$ cat src/rtl/mem_arbiter_pkg.sv
// Shared types for the two-client memory arbiter: FSM states and grant encoding.
package mem_arbiter_types;

   typedef enum logic [1:0] {
      IDLE      = 2'd0,
      INST_BUSY = 2'd1,
      DATA_BUSY = 2'd2,
      RESP      = 2'd3
   } arb_state_t;

   typedef enum logic {
      GRANT_INST = 1'b0,
      GRANT_DATA = 1'b1
   } arb_grant_t;

   function automatic logic is_busy(input arb_state_t s);
      return (s == INST_BUSY) || (s == DATA_BUSY);
   endfunction

endpackage

$ cat src/rtl/mem_arbiter_grant_select.sv
// Combinational grant decision between the instruction and data clients.
// With ARB_FAIRNESS_EN defined, a starved instruction client overrides data priority once.
module arb_grant_select
   import mem_arbiter_types::*;
(
   input  logic       inst_req,
   input  logic       data_req,
   input  logic       inst_starved,
   output arb_grant_t grant,
   output logic       req_valid
);

   always_comb begin
      req_valid = inst_req | data_req;
      grant     = GRANT_INST;
`ifdef ARB_FAIRNESS_EN
      if (data_req && !(inst_req && inst_starved)) begin
         grant = GRANT_DATA;
      end
`else
      if (data_req) begin
         grant = GRANT_DATA;
      end
`endif
   end

`ifndef ARB_FAIRNESS_EN
   logic unused_starved;
   assign unused_starved = inst_starved;
`endif

endmodule

$ cat src/rtl/mem_arbiter.sv
// Serialises instruction and data cache-line requests onto one physical memory port.
// Optional macro ARB_FAIRNESS_EN lets a waiting fetch win after one data transaction.
module mem_arbiter
   import mem_arbiter_types::*;
#(
   parameter int ADDR_WIDTH = 32,
   parameter int DATA_WIDTH = 256
) (
   input  logic                  clk,
   input  logic                  rst,

   input  logic                  inst_mem_read,
   input  logic [ADDR_WIDTH-1:0] inst_mem_address,
   output logic [DATA_WIDTH-1:0] inst_mem_rdata,
   output logic                  inst_mem_resp,

   input  logic                  data_mem_read,
   input  logic                  data_mem_write,
   input  logic [ADDR_WIDTH-1:0] data_mem_address,
   input  logic [DATA_WIDTH-1:0] data_mem_wdata,
   output logic [DATA_WIDTH-1:0] data_mem_rdata,
   output logic                  data_mem_resp,

   output logic                  pmem_read,
   output logic                  pmem_write,
   output logic [ADDR_WIDTH-1:0] pmem_address,
   output logic [DATA_WIDTH-1:0] pmem_wdata,
   input  logic [DATA_WIDTH-1:0] pmem_rdata,
   input  logic                  pmem_resp
);

   arb_state_t state, next_state;
   arb_grant_t grant_q;
   arb_grant_t sel_grant;
   logic       sel_valid;
   logic       is_write_q;
   logic       data_req;
   logic       inst_starved;
   logic       take_req;

   assign data_req = data_mem_read | data_mem_write;
   assign take_req = (state == IDLE) && sel_valid;

   arb_grant_select u_grant_select (
      .inst_req     (inst_mem_read),
      .data_req     (data_req),
      .inst_starved (inst_starved),
      .grant        (sel_grant),
      .req_valid    (sel_valid)
   );

   always_comb begin
      next_state = state;
      case (state)
         IDLE: begin
            if (sel_valid) begin
               next_state = (sel_grant == GRANT_DATA) ? DATA_BUSY : INST_BUSY;
            end
         end
         INST_BUSY, DATA_BUSY: begin
            if (pmem_resp) begin
               next_state = RESP;
            end
         end
         RESP:    next_state = IDLE;
         default: next_state = IDLE;
      endcase
   end

   // Strobes and responses decode straight from registered state, so they are glitch-free.
   always_comb begin
      pmem_read     = (state == INST_BUSY) || ((state == DATA_BUSY) && !is_write_q);
      pmem_write    = (state == DATA_BUSY) && is_write_q;
      inst_mem_resp = (state == RESP) && (grant_q == GRANT_INST);
      data_mem_resp = (state == RESP) && (grant_q == GRANT_DATA);
   end

   always_ff @(posedge clk) begin
      if (!rst) begin
         state          <= IDLE;
         grant_q        <= GRANT_INST;
         is_write_q     <= 1'b0;
         pmem_address   <= '0;
         pmem_wdata     <= '0;
         inst_mem_rdata <= '0;
         data_mem_rdata <= '0;
      end else begin
         state <= next_state;

         if (take_req) begin
            grant_q <= sel_grant;
            if (sel_grant == GRANT_DATA) begin
               pmem_address <= data_mem_address;
               pmem_wdata   <= data_mem_wdata;
               is_write_q   <= data_mem_write;
            end else begin
               pmem_address <= inst_mem_address;
               is_write_q   <= 1'b0;
            end
         end

         // Write completions leave the data read register untouched.
         if (is_busy(state) && pmem_resp) begin
            if (grant_q == GRANT_INST) begin
               inst_mem_rdata <= pmem_rdata;
            end else if (!is_write_q) begin
               data_mem_rdata <= pmem_rdata;
            end
         end
      end
   end

`ifdef ARB_FAIRNESS_EN
   always_ff @(posedge clk) begin
      if (!rst) begin
         inst_starved <= 1'b0;
      end else if (take_req) begin
         if (sel_grant == GRANT_INST) begin
            inst_starved <= 1'b0;
         end else if (inst_mem_read) begin
            inst_starved <= 1'b1;
         end
      end
   end
`else
   assign inst_starved = 1'b0;
`endif

endmodule
$ cat config.mk
export PLATFORM = sky130hd
export DESIGN_NAME = mem_arbiter
export DESIGN_NICKNAME = d
export VERILOG_FILES = /design/src/rtl/mem_arbiter_pkg.sv /design/src/rtl/mem_arbiter_grant_select.sv /design/src/rtl/mem_arbiter.sv
export SDC_FILE = /design/constraint.sdc
export NUM_CORES = 2
export LEC_CHECK = 0
export ABC_AREA = 1
export CAP_MARGIN = 10
export CORE_AREA = 2 2 539 541
export CTS_CLUSTER_SIZE = 30
export DETAILED_ROUTE_END_ITERATION = 16
export DIE_AREA = 0 0 541 543
export PLACE_DENSITY_LB_ADDON = 0.15
export SYNTH_ARGS = -nofsm -noshare
export SYNTH_HDL_FRONTEND = slang
export SYNTH_SLANG_ARGS = --single-unit
$ cat constraint.sdc
create_clock -name clk -period 1.7 [get_ports clk]
set_input_delay 0.34 -clock clk [delete_from_list [all_inputs] [get_ports clk]]
set_output_delay 0.34 -clock clk [all_outputs]
set_load 0.03 [all_outputs]
==> summary.txt <==
Area of the die -> 294,000 um2
Synth top cells by count -> nor2_1 (1,544), dfxtp_1 (804), o21ai_0 (655), nand2_1 (174), clkbuf_1 (156)
Fin. Hold Viols -> 0
Die H -> 543 um
Synth top area share -> 0.575
Avg Vias per Cell -> 3.41
Setup CP Type -> register to output pin
Row cnt -> 197
Placed cell count -> 8,745
Total Routing Usage GR -> 0.136
Reg-to-reg slack, setup -> -0.37 ns
PwrDens -> 1820 nW/um2
Root buffer cell -> clkbuf_16
Crit end category -> output pin
Hold depth -> 3
Clk sinks -> 804
Final cell utilization of the core -> 0.202
Port bufs -> 1,385
Initial Utilization -> 0.0973
Worst-Skew Late Latency -> 0.82 ns
TritonRoute pass-1 iters -> 5
Max Slew Vio Count -> 0
Most common cell in the netlist -> nor2_1
Violated checks -> setup timing
Placed Area -> 48,000 um2
Via Count -> 31,200
H-tree levels -> 3
Arr. time, crit path -> 1.82 ns
Maximum buffer depth of the clock tree -> 4
FF+latch count, synth -> 804
Iteration-0 DRC Markers -> 1,276
Final worst setup slack -> -0.456 ns
Vias in the first global route -> 31,000
Synthesized Nets -> 4,211
CP max FO -> 3
MaxCap Viol Count -> 0
Crit path launch type -> register
Post-Synthesis Cells -> 3,624
Placer Congestion -> 0.803
Slew headroom -> 0.661
Post-route clock period utilization -> 1.27
WL per Instance -> 23.9 um
Drt total wl -> 219,000 um
ANT nets after route -> 0
Hold Startpoint -> data_mem_wdata[163]
Antenna violations before repair -> 121
Worst r2r dst -> inst_mem_rdata[114]
Critical path startpoint -> state[1]
F_max -> 0.464 GHz
Non-Filler Instances -> 9,160
Least-Margin Pin Slew -> 0.509 ns
Power Total -> 105 mW
Synth area leader -> dfxtp_1
WP data required -> 1.36 ns
Max stage delay cell, worst path -> dfxtp_2
Nets -> 5,814
Number of flops mapped to enable cells by yosys -> 0
Skew final -> 0.0301 ns
Mapped Area -> 28,000 um2
Clock transition at the registers of the reported paths -> 0.07 ns
HP Class -> input port to register
Avg Cell Area, Syn -> 7.72 um2
Final setup fails -> 770
Min cycle time layout -> 2.16 ns
First-pass GRT wire length -> 276,000 um
R2R depth -> 14
CTS tree -> yes
Share of cells above drive strength 1 -> 0.421
Status -> finished, violations left
Cts bufs inserted -> 113
Synth top area cells -> dfxtp_1 (58%), nor2_1 (21%), o21ai_0 (12%)
Top_reg_cell synth -> dfxtp_1
Post-DP HPWL -> 166,000 um
GR Overflow Total -> 0
Hold Path Sink -> pmem_wdata[163]
Post-synth ARST share -> 0
Die X-Extent -> 541 um
Crit path cell chain -> inv_2 -> buf_6 -> ha_2 -> o21bai_4 -> buf_12
LEAKAGE -> 23.0 nW
Area Growth Syn to Fin -> 108%
VDD IR-drop max -> 0.836 mV
Design Area, Final -> 58,000 um2
Unrepaired setup endpoints after global routing -> yes
Synth warnings -> 0
Seq/Total Area, Yosys -> 0.575
Synth cell types -> 21
CORE AREA -> 287,000 um2
Reg2reg start -> state[1]
IO Count -> 1,386
Pin count of the biggest net entering global routing -> 75
Detailed-route DRC error count -> 0
CP max stage delay -> 0.34 ns
-- sequential cells by signal, summed over array words and instances (netlist names) --
register / cells
data_mem_rdata: 256
inst_mem_rdata: 256
pmem_wdata: 256
pmem_address: 32
state: 2
grant_q: 1
is_write_q: 1
-- layer usage --
metal | vias up | part of all wire | GRT usage
li1 | 15000 | - | -
met1 | 14600 | 0.37 | 0.143
met2 | 1212 | 0.49 | 0.236
met3 | 352 | 0.098 | 0.0601
met4 | 76 | 0.039 | 0.0550
met5 | - | 0.0022 | 0
-- how the worst max path moves through the flow --
stage | end | slack (ns) | cells after the start
2_1_floorplan | inst_mem_rdata[182] | 0.07 | 9
3_3_place_gp | data_mem_rdata[62] | -0.88 | 7
3_5_place_dp | data_mem_rdata[62] | -0.87 | 7
4_1_cts | pmem_read | -0.60 | 6
5_1_grt | pmem_read | -0.58 | 6
6_report | pmem_read | -0.46 | 5
-- kinds of logic after synthesis --
group | count (synthesis) | synth area share
compound gates | 806 | 0.144
fa+ha+maj | 5 | 0.00224
buf+inv | 286 | 0.0459
flops | 804 | 0.575
simple gates | 1723 | 0.232
-- metrics by stage --
step / TNS (ns) / hold WS, ns / worst slack [ns]
2_1_floorplan: 0 / 0.475 / 0.0742
3_3_place_gp: -234.41 / 0.454 / -0.876
3_5_place_dp: -240.55 / 0.457 / -0.875
4_1_cts: -207.85 / 0.000721 / -0.601
5_1_grt: -239.88 / 0.0576 / -0.577
6_report: -138.83 / 0.0988 / -0.456
-- repair_timing --
action,4_1_cts,5_1_grt
setup endpoints to repair,1467,1300
cloned,8,48
gates resized for setup,5052,631
setup buffers,23,28
hold buffers,47,0
endpoints found under the hold margin,93,0
pin swaps,3,81
-- final cells by class --
cell class              count  area, um2
repair buffers           1749      19800
diodes                     63        158
clock buffers             181       3380
inverters                  17        124
multi-input cells        2534      12400
flip-flops and latches    804      16900
clock inverters            23        248
fillers                 31900     229000
well taps                3781       4730
repair inverters            8        190
-- power breakdown --
part           switching [mW]  leakage (nW)  internal [mW]  total [mW]
Combinational            31.1          14.4           21.6        52.7
Sequential               3.89          6.85           25.1        29.0
Clock                    9.80          1.78           14.0        23.8
-- layout by cell type (no fill, tap or decap), drive strengths merged, types with 21 or more instances in the layout --
cell,instances
a21oi,34
diode,63
dlygate4sd3,47
buf,1086
inv,22
o21ai,771
nor2,1547
nand2,174
dfxtp,804
clkinv,21
clkbuf,217
clkdlybuf4s50,580
-- worst max-delay path, delay by kind of cell (launching register included) --
kind / cells / cell delay, ns
adders and majority gates: 1 / 0.15
AOI/OAI and AO/OA: 1 / 0.18
DFF: 1 / 0.34
buffers and inverters: 3 / 0.31
Power figures use the tool's default switching activity.
